--- src/rtl/lsq_unified_fwd_if.sv ---
// Bundle of dispatch, AGU, commit, data-cache and CDB signals around the unified load/store queue.
// master = surrounding pipeline / memory side, slave = the queue itself.
`timescale 1ns/1ps
interface lsq_unified_fwd_if #(
  parameter int DEPTH = 8,
  parameter int TAG_W = 6,
  parameter int XLEN  = 32
);
  localparam int IDX_W = $clog2(DEPTH);

  logic             flush;
  logic             alloc_valid;
  logic             alloc_ready;
  logic             alloc_store;
  logic [3:0]       alloc_mask;
  logic             alloc_signed;
  logic [TAG_W-1:0] alloc_tag;
  logic [IDX_W-1:0] alloc_idx;
  logic             agu_valid;
  logic [IDX_W-1:0] agu_idx;
  logic [XLEN-1:0]  agu_addr;
  logic [XLEN-1:0]  agu_wdata;
  logic             commit_store;
  logic [XLEN-1:0]  dmem_addr;
  logic [3:0]       dmem_rmask;
  logic [3:0]       dmem_wmask;
  logic [XLEN-1:0]  dmem_wdata;
  logic [XLEN-1:0]  dmem_rdata;
  logic             dmem_resp;
  logic             cdb_valid;
  logic [TAG_W-1:0] cdb_tag;
  logic [XLEN-1:0]  cdb_data;
  logic             cdb_is_store;

  modport master (
    output flush, alloc_valid, alloc_store, alloc_mask, alloc_signed, alloc_tag,
           agu_valid, agu_idx, agu_addr, agu_wdata, commit_store, dmem_rdata, dmem_resp,
    input  alloc_ready, alloc_idx, dmem_addr, dmem_rmask, dmem_wmask, dmem_wdata,
           cdb_valid, cdb_tag, cdb_data, cdb_is_store
  );

  modport slave (
    input  flush, alloc_valid, alloc_store, alloc_mask, alloc_signed, alloc_tag,
           agu_valid, agu_idx, agu_addr, agu_wdata, commit_store, dmem_rdata, dmem_resp,
    output alloc_ready, alloc_idx, dmem_addr, dmem_rmask, dmem_wmask, dmem_wdata,
           cdb_valid, cdb_tag, cdb_data, cdb_is_store
  );
endinterface

--- src/rtl/lsq_unified_fwd.sv ---
// Unified age-ordered load/store queue with a single outstanding dmem request.
// Define LSQ_STORE_FWD_EN to build store-to-load forwarding; otherwise overlapping older stores block loads.
`timescale 1ns/1ps
module lsq_unified_fwd #(
  parameter int DEPTH = 8,
  parameter int TAG_W = 6,
  parameter int XLEN  = 32
) (
  input logic              clk,
  input logic              rst,
  lsq_unified_fwd_if.slave bus
);
  localparam int IDX_W = $clog2(DEPTH);
  localparam int CW    = IDX_W + 1;

  typedef enum logic [1:0] {IDLE, REQ_LD, REQ_ST, RESP} state_t;

  state_t           state_q, state_d;
  logic             kill_q, kill_d;
  logic [IDX_W-1:0] head_q, head_d, tail_q, tail_d;
  logic [CW-1:0]    count_q, count_d;
  logic [DEPTH-1:0] vld_q, vld_d, st_q, st_d, sgn_q, sgn_d, aok_q, aok_d, done_q, done_d;
  logic [3:0]       mask_q [DEPTH];
  logic [3:0]       mask_d [DEPTH];
  logic [TAG_W-1:0] tag_q  [DEPTH];
  logic [TAG_W-1:0] tag_d  [DEPTH];
  logic [XLEN-1:0]  addr_q [DEPTH];
  logic [XLEN-1:0]  addr_d [DEPTH];
  logic [XLEN-1:0]  data_q [DEPTH];
  logic [XLEN-1:0]  data_d [DEPTH];

  logic [IDX_W-1:0] req_idx_q, req_idx_d;
  logic [XLEN-1:0]  req_addr_q, req_addr_d, req_wdata_q, req_wdata_d, res_data_q, res_data_d;
  logic [3:0]       req_smask_q, req_smask_d, req_mask_q, req_mask_d;
  logic             req_sgn_q, req_sgn_d, req_st_q, req_st_d;
  logic [TAG_W-1:0] req_tag_q, req_tag_d;

  logic             idle_ok, alloc_rdy, st_go, mem_go, fw_go, fw_fire, do_ret, do_acc;
  logic [IDX_W-1:0] mem_idx, fw_idx, iss_idx;
  logic [XLEN-1:0]  fw_data;

  function automatic logic [3:0] shmask(input logic [3:0] m, input logic [1:0] off);
    return m << off;
  endfunction

  function automatic logic [XLEN-1:0] st_align(input logic [XLEN-1:0] d, input logic [1:0] off);
    return d << {off, 3'b000};
  endfunction

  // Realign a memory word to the load's byte offset, then size and extend it.
  function automatic logic [XLEN-1:0] ld_ext(input logic [XLEN-1:0] w, input logic [1:0] off,
                                             input logic [3:0] m, input logic s);
    logic [XLEN-1:0] r;
    r = w >> {off, 3'b000};
    case (m)
      4'b0001: ld_ext = {{(XLEN-8){s & r[7]}}, r[7:0]};
      4'b0011: ld_ext = {{(XLEN-16){s & r[15]}}, r[15:0]};
      default: ld_ext = r;
    endcase
  endfunction

  assign alloc_rdy       = (count_q != CW'(DEPTH));
  assign bus.alloc_ready = alloc_rdy;
  assign bus.alloc_idx   = tail_q;
  assign idle_ok         = (state_q == IDLE) && !bus.flush;
  assign st_go           = idle_ok && vld_q[head_q] && st_q[head_q] && aok_q[head_q] &&
                           !done_q[head_q] && bus.commit_store;

  // Load selection: walk loads youngest to oldest so the oldest candidate is written last.
  always_comb begin
    logic [IDX_W-1:0] li, sc;
    logic [3:0]       lm;
    logic             blk, hit;
`ifdef LSQ_STORE_FWD_EN
    logic [IDX_W-1:0] sj;
    sj = '0;
`endif
    mem_go = 1'b0; mem_idx = '0; fw_go = 1'b0; fw_idx = '0; fw_data = '0;
    li = '0; sc = '0; lm = '0; blk = 1'b0; hit = 1'b0;
    for (int k = DEPTH - 1; k >= 0; k--) begin
      li  = head_q + IDX_W'(k);
      lm  = shmask(mask_q[li], addr_q[li][1:0]);
      blk = 1'b0;
      hit = 1'b0;
      for (int m = 0; m < DEPTH; m++) begin
        sc = head_q + IDX_W'(m);
        if (m < k && vld_q[sc] && st_q[sc]) begin
          if (!aok_q[sc]) blk = 1'b1;
          else if (addr_q[sc][XLEN-1:2] == addr_q[li][XLEN-1:2] &&
                   (shmask(mask_q[sc], addr_q[sc][1:0]) & lm) != 4'b0000) begin
            hit = 1'b1;
`ifdef LSQ_STORE_FWD_EN
            sj = sc;
`endif
          end
        end
      end
      if (vld_q[li] && !st_q[li] && aok_q[li] && !done_q[li] && !blk) begin
        if (!hit) begin
          mem_go  = idle_ok;
          mem_idx = li;
        end
`ifdef LSQ_STORE_FWD_EN
        else if ((lm & ~shmask(mask_q[sj], addr_q[sj][1:0])) == 4'b0000) begin
          fw_go   = idle_ok;
          fw_idx  = li;
          fw_data = ld_ext(st_align(data_q[sj], addr_q[sj][1:0]), addr_q[li][1:0],
                           mask_q[li], sgn_q[li]);
        end
`endif
      end
    end
  end

  always_ff @(posedge clk) begin
    if (rst) begin
      state_q <= IDLE;
      kill_q  <= 1'b0;
      head_q  <= '0;
      tail_q  <= '0;
      count_q <= '0;
      vld_q   <= '0;
    end else begin
      state_q <= state_d;
      kill_q  <= kill_d;
      head_q  <= head_d;
      tail_q  <= tail_d;
      count_q <= count_d;
      vld_q   <= vld_d;
    end
    st_q        <= st_d;
    sgn_q       <= sgn_d;
    aok_q       <= aok_d;
    done_q      <= done_d;
    mask_q      <= mask_d;
    tag_q       <= tag_d;
    addr_q      <= addr_d;
    data_q      <= data_d;
    req_idx_q   <= req_idx_d;
    req_addr_q  <= req_addr_d;
    req_wdata_q <= req_wdata_d;
    req_smask_q <= req_smask_d;
    req_mask_q  <= req_mask_d;
    req_sgn_q   <= req_sgn_d;
    req_st_q    <= req_st_d;
    req_tag_q   <= req_tag_d;
    res_data_q  <= res_data_d;
  end

  // A flushed request still waits for its response, then drops back to IDLE silently.
  always_comb begin
    state_d = state_q;
    kill_d  = kill_q;
    case (state_q)
      IDLE: begin
        if (st_go) state_d = REQ_ST;
        else if (mem_go) state_d = REQ_LD;
      end
      REQ_LD, REQ_ST: begin
        if (bus.flush) kill_d = 1'b1;
        if (bus.dmem_resp) begin
          state_d = (kill_q || bus.flush) ? IDLE : RESP;
          kill_d  = 1'b0;
        end
      end
      default: state_d = IDLE;
    endcase
  end

  always_comb begin
    bus.dmem_addr    = {req_addr_q[XLEN-1:2], 2'b00};
    bus.dmem_rmask   = (state_q == REQ_LD) ? req_smask_q : 4'b0000;
    bus.dmem_wmask   = (state_q == REQ_ST) ? req_smask_q : 4'b0000;
    bus.dmem_wdata   = req_wdata_q;
    fw_fire          = fw_go && !st_go && !mem_go;
    bus.cdb_valid    = 1'b0;
    bus.cdb_tag      = '0;
    bus.cdb_data     = '0;
    bus.cdb_is_store = 1'b0;
    if (state_q == RESP) begin
      bus.cdb_valid    = 1'b1;
      bus.cdb_tag      = req_tag_q;
      bus.cdb_data     = res_data_q;
      bus.cdb_is_store = req_st_q;
    end else if (fw_fire) begin
      bus.cdb_valid = 1'b1;
      bus.cdb_tag   = tag_q[fw_idx];
      bus.cdb_data  = fw_data;
    end
  end

  always_comb begin
    head_d = head_q; tail_d = tail_q; count_d = count_q;
    vld_d = vld_q; st_d = st_q; sgn_d = sgn_q; aok_d = aok_q; done_d = done_q;
    mask_d = mask_q; tag_d = tag_q; addr_d = addr_q; data_d = data_q;
    req_idx_d = req_idx_q; req_addr_d = req_addr_q; req_wdata_d = req_wdata_q;
    req_smask_d = req_smask_q; req_mask_d = req_mask_q; req_sgn_d = req_sgn_q;
    req_st_d = req_st_q; req_tag_d = req_tag_q; res_data_d = res_data_q;
    iss_idx = st_go ? head_q : mem_idx;
    if (st_go || mem_go) begin
      req_idx_d   = iss_idx;
      req_addr_d  = addr_q[iss_idx];
      req_wdata_d = st_align(data_q[iss_idx], addr_q[iss_idx][1:0]);
      req_smask_d = shmask(mask_q[iss_idx], addr_q[iss_idx][1:0]);
      req_mask_d  = mask_q[iss_idx];
      req_sgn_d   = sgn_q[iss_idx];
      req_tag_d   = tag_q[iss_idx];
      req_st_d    = st_go;
    end
    if ((state_q == REQ_LD || state_q == REQ_ST) && bus.dmem_resp)
      res_data_d = req_st_q ? '0 : ld_ext(bus.dmem_rdata, req_addr_q[1:0], req_mask_q, req_sgn_q);
    if (state_q == RESP) done_d[req_idx_q] = 1'b1;
    if (fw_fire) done_d[fw_idx] = 1'b1;
    if (bus.agu_valid && vld_q[bus.agu_idx]) begin
      aok_d[bus.agu_idx]  = 1'b1;
      addr_d[bus.agu_idx] = bus.agu_addr;
      data_d[bus.agu_idx] = bus.agu_wdata;
    end
    do_ret = vld_q[head_q] && done_q[head_q];
    do_acc = bus.alloc_valid && alloc_rdy;
    if (do_ret) begin
      vld_d[head_q] = 1'b0;
      head_d        = head_q + IDX_W'(1);
    end
    if (do_acc) begin
      vld_d[tail_q]  = 1'b1;
      st_d[tail_q]   = bus.alloc_store;
      sgn_d[tail_q]  = bus.alloc_signed;
      mask_d[tail_q] = bus.alloc_mask;
      tag_d[tail_q]  = bus.alloc_tag;
      aok_d[tail_q]  = 1'b0;
      done_d[tail_q] = 1'b0;
      tail_d         = tail_q + IDX_W'(1);
    end
    count_d = count_q + CW'(do_acc) - CW'(do_ret);
    if (bus.flush) begin
      vld_d   = '0;
      head_d  = '0;
      tail_d  = '0;
      count_d = '0;
    end
  end
endmodule

--- src/flat_wrapper.sv ---
// flat-port wrapper written by rule: the top's interface ports become plain ports
module lsq_unified_fwd_flat 
#(
  parameter int DEPTH = 8,
  parameter int TAG_W = 6,
  parameter int XLEN  = 32
)
  (clk, rst, bus_flush, bus_alloc_valid, bus_alloc_store, bus_alloc_mask, bus_alloc_signed, bus_alloc_tag, bus_agu_valid, bus_agu_idx, bus_agu_addr, bus_agu_wdata, bus_commit_store, bus_dmem_rdata, bus_dmem_resp, bus_alloc_ready, bus_alloc_idx, bus_dmem_addr, bus_dmem_rmask, bus_dmem_wmask, bus_dmem_wdata, bus_cdb_valid, bus_cdb_tag, bus_cdb_data, bus_cdb_is_store);
  lsq_unified_fwd_if #(.DEPTH(DEPTH), .TAG_W(TAG_W), .XLEN(XLEN)) bus_i ();
  input logic clk;
  input logic rst;
  input wire logic [$bits(bus_i.flush)-1:0] bus_flush;
  input wire logic [$bits(bus_i.alloc_valid)-1:0] bus_alloc_valid;
  input wire logic [$bits(bus_i.alloc_store)-1:0] bus_alloc_store;
  input wire logic [$bits(bus_i.alloc_mask)-1:0] bus_alloc_mask;
  input wire logic [$bits(bus_i.alloc_signed)-1:0] bus_alloc_signed;
  input wire logic [$bits(bus_i.alloc_tag)-1:0] bus_alloc_tag;
  input wire logic [$bits(bus_i.agu_valid)-1:0] bus_agu_valid;
  input wire logic [$bits(bus_i.agu_idx)-1:0] bus_agu_idx;
  input wire logic [$bits(bus_i.agu_addr)-1:0] bus_agu_addr;
  input wire logic [$bits(bus_i.agu_wdata)-1:0] bus_agu_wdata;
  input wire logic [$bits(bus_i.commit_store)-1:0] bus_commit_store;
  input wire logic [$bits(bus_i.dmem_rdata)-1:0] bus_dmem_rdata;
  input wire logic [$bits(bus_i.dmem_resp)-1:0] bus_dmem_resp;
  output wire logic [$bits(bus_i.alloc_ready)-1:0] bus_alloc_ready;
  output wire logic [$bits(bus_i.alloc_idx)-1:0] bus_alloc_idx;
  output wire logic [$bits(bus_i.dmem_addr)-1:0] bus_dmem_addr;
  output wire logic [$bits(bus_i.dmem_rmask)-1:0] bus_dmem_rmask;
  output wire logic [$bits(bus_i.dmem_wmask)-1:0] bus_dmem_wmask;
  output wire logic [$bits(bus_i.dmem_wdata)-1:0] bus_dmem_wdata;
  output wire logic [$bits(bus_i.cdb_valid)-1:0] bus_cdb_valid;
  output wire logic [$bits(bus_i.cdb_tag)-1:0] bus_cdb_tag;
  output wire logic [$bits(bus_i.cdb_data)-1:0] bus_cdb_data;
  output wire logic [$bits(bus_i.cdb_is_store)-1:0] bus_cdb_is_store;
  assign bus_i.flush = bus_flush;
  assign bus_i.alloc_valid = bus_alloc_valid;
  assign bus_i.alloc_store = bus_alloc_store;
  assign bus_i.alloc_mask = bus_alloc_mask;
  assign bus_i.alloc_signed = bus_alloc_signed;
  assign bus_i.alloc_tag = bus_alloc_tag;
  assign bus_i.agu_valid = bus_agu_valid;
  assign bus_i.agu_idx = bus_agu_idx;
  assign bus_i.agu_addr = bus_agu_addr;
  assign bus_i.agu_wdata = bus_agu_wdata;
  assign bus_i.commit_store = bus_commit_store;
  assign bus_i.dmem_rdata = bus_dmem_rdata;
  assign bus_i.dmem_resp = bus_dmem_resp;
  assign bus_alloc_ready = bus_i.alloc_ready;
  assign bus_alloc_idx = bus_i.alloc_idx;
  assign bus_dmem_addr = bus_i.dmem_addr;
  assign bus_dmem_rmask = bus_i.dmem_rmask;
  assign bus_dmem_wmask = bus_i.dmem_wmask;
  assign bus_dmem_wdata = bus_i.dmem_wdata;
  assign bus_cdb_valid = bus_i.cdb_valid;
  assign bus_cdb_tag = bus_i.cdb_tag;
  assign bus_cdb_data = bus_i.cdb_data;
  assign bus_cdb_is_store = bus_i.cdb_is_store;
  lsq_unified_fwd #(.DEPTH(DEPTH), .TAG_W(TAG_W), .XLEN(XLEN)) u_core (.clk(clk), .rst(rst), .bus(bus_i));
endmodule
--- config.mk ---
export PLATFORM = sky130hd
export DESIGN_NAME = lsq_unified_fwd_flat
export DESIGN_NICKNAME = d
export VERILOG_FILES = /design/src/rtl/lsq_unified_fwd_if.sv /design/src/rtl/lsq_unified_fwd.sv /design/src/flat_wrapper.sv
export SDC_FILE = /design/constraint.sdc
export NUM_CORES = 2
export LEC_CHECK = 0
export CAP_MARGIN = 10
export CORE_MARGIN = 10
export CORE_UTILIZATION = 45
export CTS_BUF_LIST = sky130_fd_sc_hd__clkbuf_4 sky130_fd_sc_hd__clkbuf_8 sky130_fd_sc_hd__clkbuf_16
export CTS_CLUSTER_SIZE = 20
export DETAILED_ROUTE_END_ITERATION = 10
export PLACE_DENSITY_LB_ADDON = 0.3
export SLEW_MARGIN = 10
export SYNTH_ARGS = -nofsm -noshare
export SYNTH_HDL_FRONTEND = slang
export SYNTH_SLANG_ARGS = --single-unit
--- constraint.sdc ---
create_clock -name clk -period 9.4 [get_ports clk]
set_clock_uncertainty 0.2 [all_clocks]
set_input_delay 2.82 -clock clk [delete_from_list [all_inputs] [get_ports clk]]
set_output_delay 2.82 -clock clk [all_outputs]
set_load 0.02 [all_outputs]
==> flow_summary_export.csv <==
group,metric,value,unit
outcome,outcome,"complete, no violations",
synthesis,synth_enable_flop_cells,723,
critical_path,end_kind,"flop",
floorplanning,core_area,150000,µm²
critical_path,crit_fanout,41,
timing,worst_slew_pin_slew,1.33,ns
finish,finish.net_count,6191,
finish,drive_above_1_share,20.7,%
critical_path,setup_crit_path_kind,"reg -> reg",
timing,rsz0062_at_grt,"no",
pwr,worst_ir_drop_vdd,151,µV
clock_network,cts-root-buf,"sky130_fd_sc_hd__clkbuf_16",
clock_network,hold_buffers,0,
synthesis,synth_seq_area_share,32.9,%
timing,period_share,97.6,%
synthesis,post_synth_most_frequent_cells,"723 x sky130_fd_sc_hd__edfxtp_1, 655 x sky130_fd_sc_hd__mux2i_1, 632 x sky130_fd_sc_hd__xnor2_1",
critical_path,crit_slowest_cell,"sky130_fd_sc_hd__nor4_1",
global_route,grt_antenna_before_repair,21,
critical_path,critical_path_required,9.76,ns
critical_path,critPathMaxStageDelay,1.07,ns
route,avgRoutedWirePerCell,39.9,µm
synthesis,synth.most_common_cell,"sky130_fd_sc_hd__edfxtp_1",
global_route,globalRouteOverflowTotal,0,
synthesis,postSynthAreaPerCell,11.4,µm²
global_route,grt_usage,37.2,%
place,detailedPlace.worstSlack,0.623,ns
clock_network,cts_buffers,81,
timing,fmax,0.109,GHz
job,drv.max_cap_violation_count,0,
clock_network,clock_latency,0.76,ns
finish,synthToLayoutAreaGrowth,11.9,%
floorplanning,floorplan.die.width,409,µm
clock_network,cts_resized,0,
timing,timing_hold_violations_final,0,
synthesis,yosysTopAreaCell,"sky130_fd_sc_hd__edfxtp_1",
clock_network,clock_tree.htree_level_count,3,
critical_path,worst_setup_path_start_kind,"flop",
route,via_count,57559,
route,finalWirelength,324,mm
synthesis,yosys-top-cells-area,"sky130_fd_sc_hd__edfxtp_1 32%, sky130_fd_sc_hd__mux4_2 16%, sky130_fd_sc_hd__mux2i_1 9.6%",
floorplanning,num_rows,142,
route,vias_per_cell,7.07,
place,hpwl,245,mm
timing,postLayoutSetupSlackWorst,0.228,ns
global_route,grt_pass1_wl,444,mm
floorplanning,fp.dieArea,167000,µm²
clock_network,cts_num_sinks,760,
clock_network,path_clk_slew,0.06,ns
timing,finalSetupViolations,0,
synthesis,post_synth_inst_count,5982,
pwr,p_leak,24.4,nW
floorplanning,ioPinCount,234,
floorplanning,die_y,409,µm
clock_network,cts_post_setup_buffers_inserted,0,
timing,timing_max_transition_violations_final,0,
timing,timing.final.crit_period,9.17,ns
global_route,vias_in_the_first_global_route,53542,
critical_path,worstPathBufferInverterCount,3,
timing,setup_total_negative_slack,0,ns
synthesis,synth_largest_type_area_fraction,31.8,%
floorplanning,effective_utilization_at_floorplan,45.4,%
route,first_pass_iters,7,
pwr,total_power,7.43,mW
synthesis,asyncSetResetFlopFracSynth,0,%
critical_path,arrival,9.53,ns
global_route,largest_net_degree_at_the_start_of_global_routing,176,
timing,timing.max_slew.rel_slack,9.60,%
route,drc_errors,0,
synthesis,post_synth_num_cell_types,104,
route,drt-initial-drc-count,9348,
route,count_of_nets_left_with_antenna_violations_after_detail_routing,0,
clock_network,max-clock-path-buffers,3,
synthesis,postSynth.topFlopCell,"sky130_fd_sc_hd__edfxtp_1",
critical_path,critPathTopFamily,"simple AND/OR/NAND/NOR gates",
synthesis,yosys_warnings,0,
synthesis,post_synthesis_sequential_element_count,760,
place,place_congestion,1.14,
hold_path,worst_min_delay_path_category,"reg -> reg",
clock_network,cts_tree,"built",
critical_path,cp_cell_sequence,"inv_6 -> ha_4 -> xor2_4 -> buf_12 -> mux4_2 -> xor2_1 -> nor4_1 -> nand4_1 -> nor4_1 -> nand4_1 -> nand4_2 -> o21ai_1 -> a21oi_1 -> nand2_4 -> o31ai_4 -> mux2i_1 -> a2bb2oi_2 -> o221ai_4 -> buf_12 -> mux2i_1",
synthesis,synth.cell_area,68200,µm²
pwr,power_density,97.4,nW/µm²
place,placement.io_buffers,231,
[per-stage QoR]
step | area (µm²) | instances | util (%) | hold WS, ns
after floorplan | 68200 | 5983 | - | 0.281
after global placement | 73300 | 7987 | 48.8 | 0.294
after detailed placement | 73300 | 7987 | 48.9 | 0.298
after CTS | 76300 | 8136 | 50.8 | 0.312
after global routing | 76300 | 8138 | 50.8 | 0.356
final | 76300 | 8140 | 50.8 | 0.316
[tightest hold or removal path, delay by kind of cell (launching register included)]
kind / cells / cell delay, ns
compound gates: 1 / 0.11
simple gates: 1 / 0.05
flops: 1 / 0.31
[state kept, by name, indices dropped and copies added, names as in the netlist, 3 cells and up]
name                   flops
u_core.tag_q              48
u_core.mask_q             32
u_core.req_mask_q          4
u_core.req_tag_q           6
u_core.count_q             4
u_core.bus.alloc_idx       3
u_core.addr_q            256
u_core.data_q            256
u_core.head_q              3
u_core.res_data_q         32
u_core.st_q                8
u_core.done_q              8
u_core.req_smask_q         4
u_core.req_idx_q           3
u_core.sgn_q               8
u_core.bus.dmem_wdata     32
u_core.vld_q               8
u_core.req_addr_q         32
u_core.aok_q               8
[cells in the final DEF (no fill, tap or decap), types with 26 or more instances in the layout]
| cell | instances |
|---|---|
| sky130_fd_sc_hd__nand3_1 | 82 |
| sky130_fd_sc_hd__nand4_1 | 145 |
| sky130_fd_sc_hd__nor3_1 | 41 |
| sky130_fd_sc_hd__nor4b_1 | 26 |
| sky130_fd_sc_hd__mux2i_1 | 645 |
| sky130_fd_sc_hd__mux4_2 | 474 |
| sky130_fd_sc_hd__buf_12 | 46 |
| sky130_fd_sc_hd__edfxtp_1 | 723 |
| sky130_fd_sc_hd__a211o_1 | 27 |
| sky130_fd_sc_hd__xnor2_1 | 631 |
| sky130_fd_sc_hd__clkbuf_16 | 81 |
| sky130_fd_sc_hd__inv_1 | 169 |
| sky130_fd_sc_hd__nor4_1 | 112 |
| sky130_fd_sc_hd__nand2_1 | 213 |
| sky130_fd_sc_hd__nor2_1 | 189 |
| sky130_fd_sc_hd__dfxtp_1 | 34 |
| sky130_fd_sc_hd__a21oi_1 | 93 |
| sky130_fd_sc_hd__and2_1 | 60 |
| sky130_fd_sc_hd__a2111oi_0 | 29 |
| sky130_fd_sc_hd__o22a_1 | 134 |
| sky130_fd_sc_hd__nor2b_1 | 78 |
| sky130_fd_sc_hd__o221ai_1 | 30 |
| sky130_fd_sc_hd__o22ai_1 | 187 |
| sky130_fd_sc_hd__mux2i_2 | 34 |
| sky130_fd_sc_hd__xor2_1 | 396 |
| sky130_fd_sc_hd__clkdlybuf4s50_1 | 231 |
| sky130_fd_sc_hd__buf_4 | 361 |
| sky130_fd_sc_hd__o211ai_1 | 74 |
| sky130_fd_sc_hd__a221oi_1 | 51 |
| sky130_fd_sc_hd__o21ai_0 | 115 |
| sky130_fd_sc_hd__mux2_2 | 129 |
[logic make-up (layout without fill, tap and decap cells)]
group | count (synthesis) | after routing | synth area share (%)
mux | 1287 | 1287 | 28.0
simple gates | 1081 | 1081 | 8.44
xor+xnor | 1031 | 1031 | 13.3
compound gates | 983 | 983 | 10.7
buf+inv | 822 | 961 | 6.30
flops | 760 | 760 | 32.9
fa+ha+maj | 17 | 17 | 0.323
other cells | 1 | 4 | 0.00550
[where the power goes]
part	internal, mW	switching [mW]
Sequential	3.72	0.0154
Combinational	0.0905	0.117
Clock	2.04	1.46
Total	5.84	1.59
[worst paths after layout]
kind                                to  depth (start not counted)             start  slack (ns)
max          u_core.bus.dmem_wdata[17]                         20  u_core.head_q[0]        0.23
min                      u_core.kill_q                          2     u_core.kill_q        0.32
min reg2reg              u_core.kill_q                          2     u_core.kill_q        0.32
max reg2reg  u_core.bus.dmem_wdata[17]                         20  u_core.head_q[0]        0.23
[metal layers]
layer	wire [µm]	GRT usage, %	up-vias
li1	-	-	23242
met1	135000	53.3	29630
met2	131000	51.0	4046
met3	44200	13.6	611
met4	14200	13.6	30
met5	240	0.201	-
[layout make-up]
type | count | area [µm²]
multi-input cells | 4401 | 41800
clock buffers | 94 | 2120
well taps | 2016 | 2520
clock inverters | 55 | 803
fillers | 13117 | 73800
diodes | 2 | 5.00
flip-flops and latches | 760 | 22500
repair buffers | 638 | 5940
inverters | 174 | 661
(Power assumes the default switching activity.)
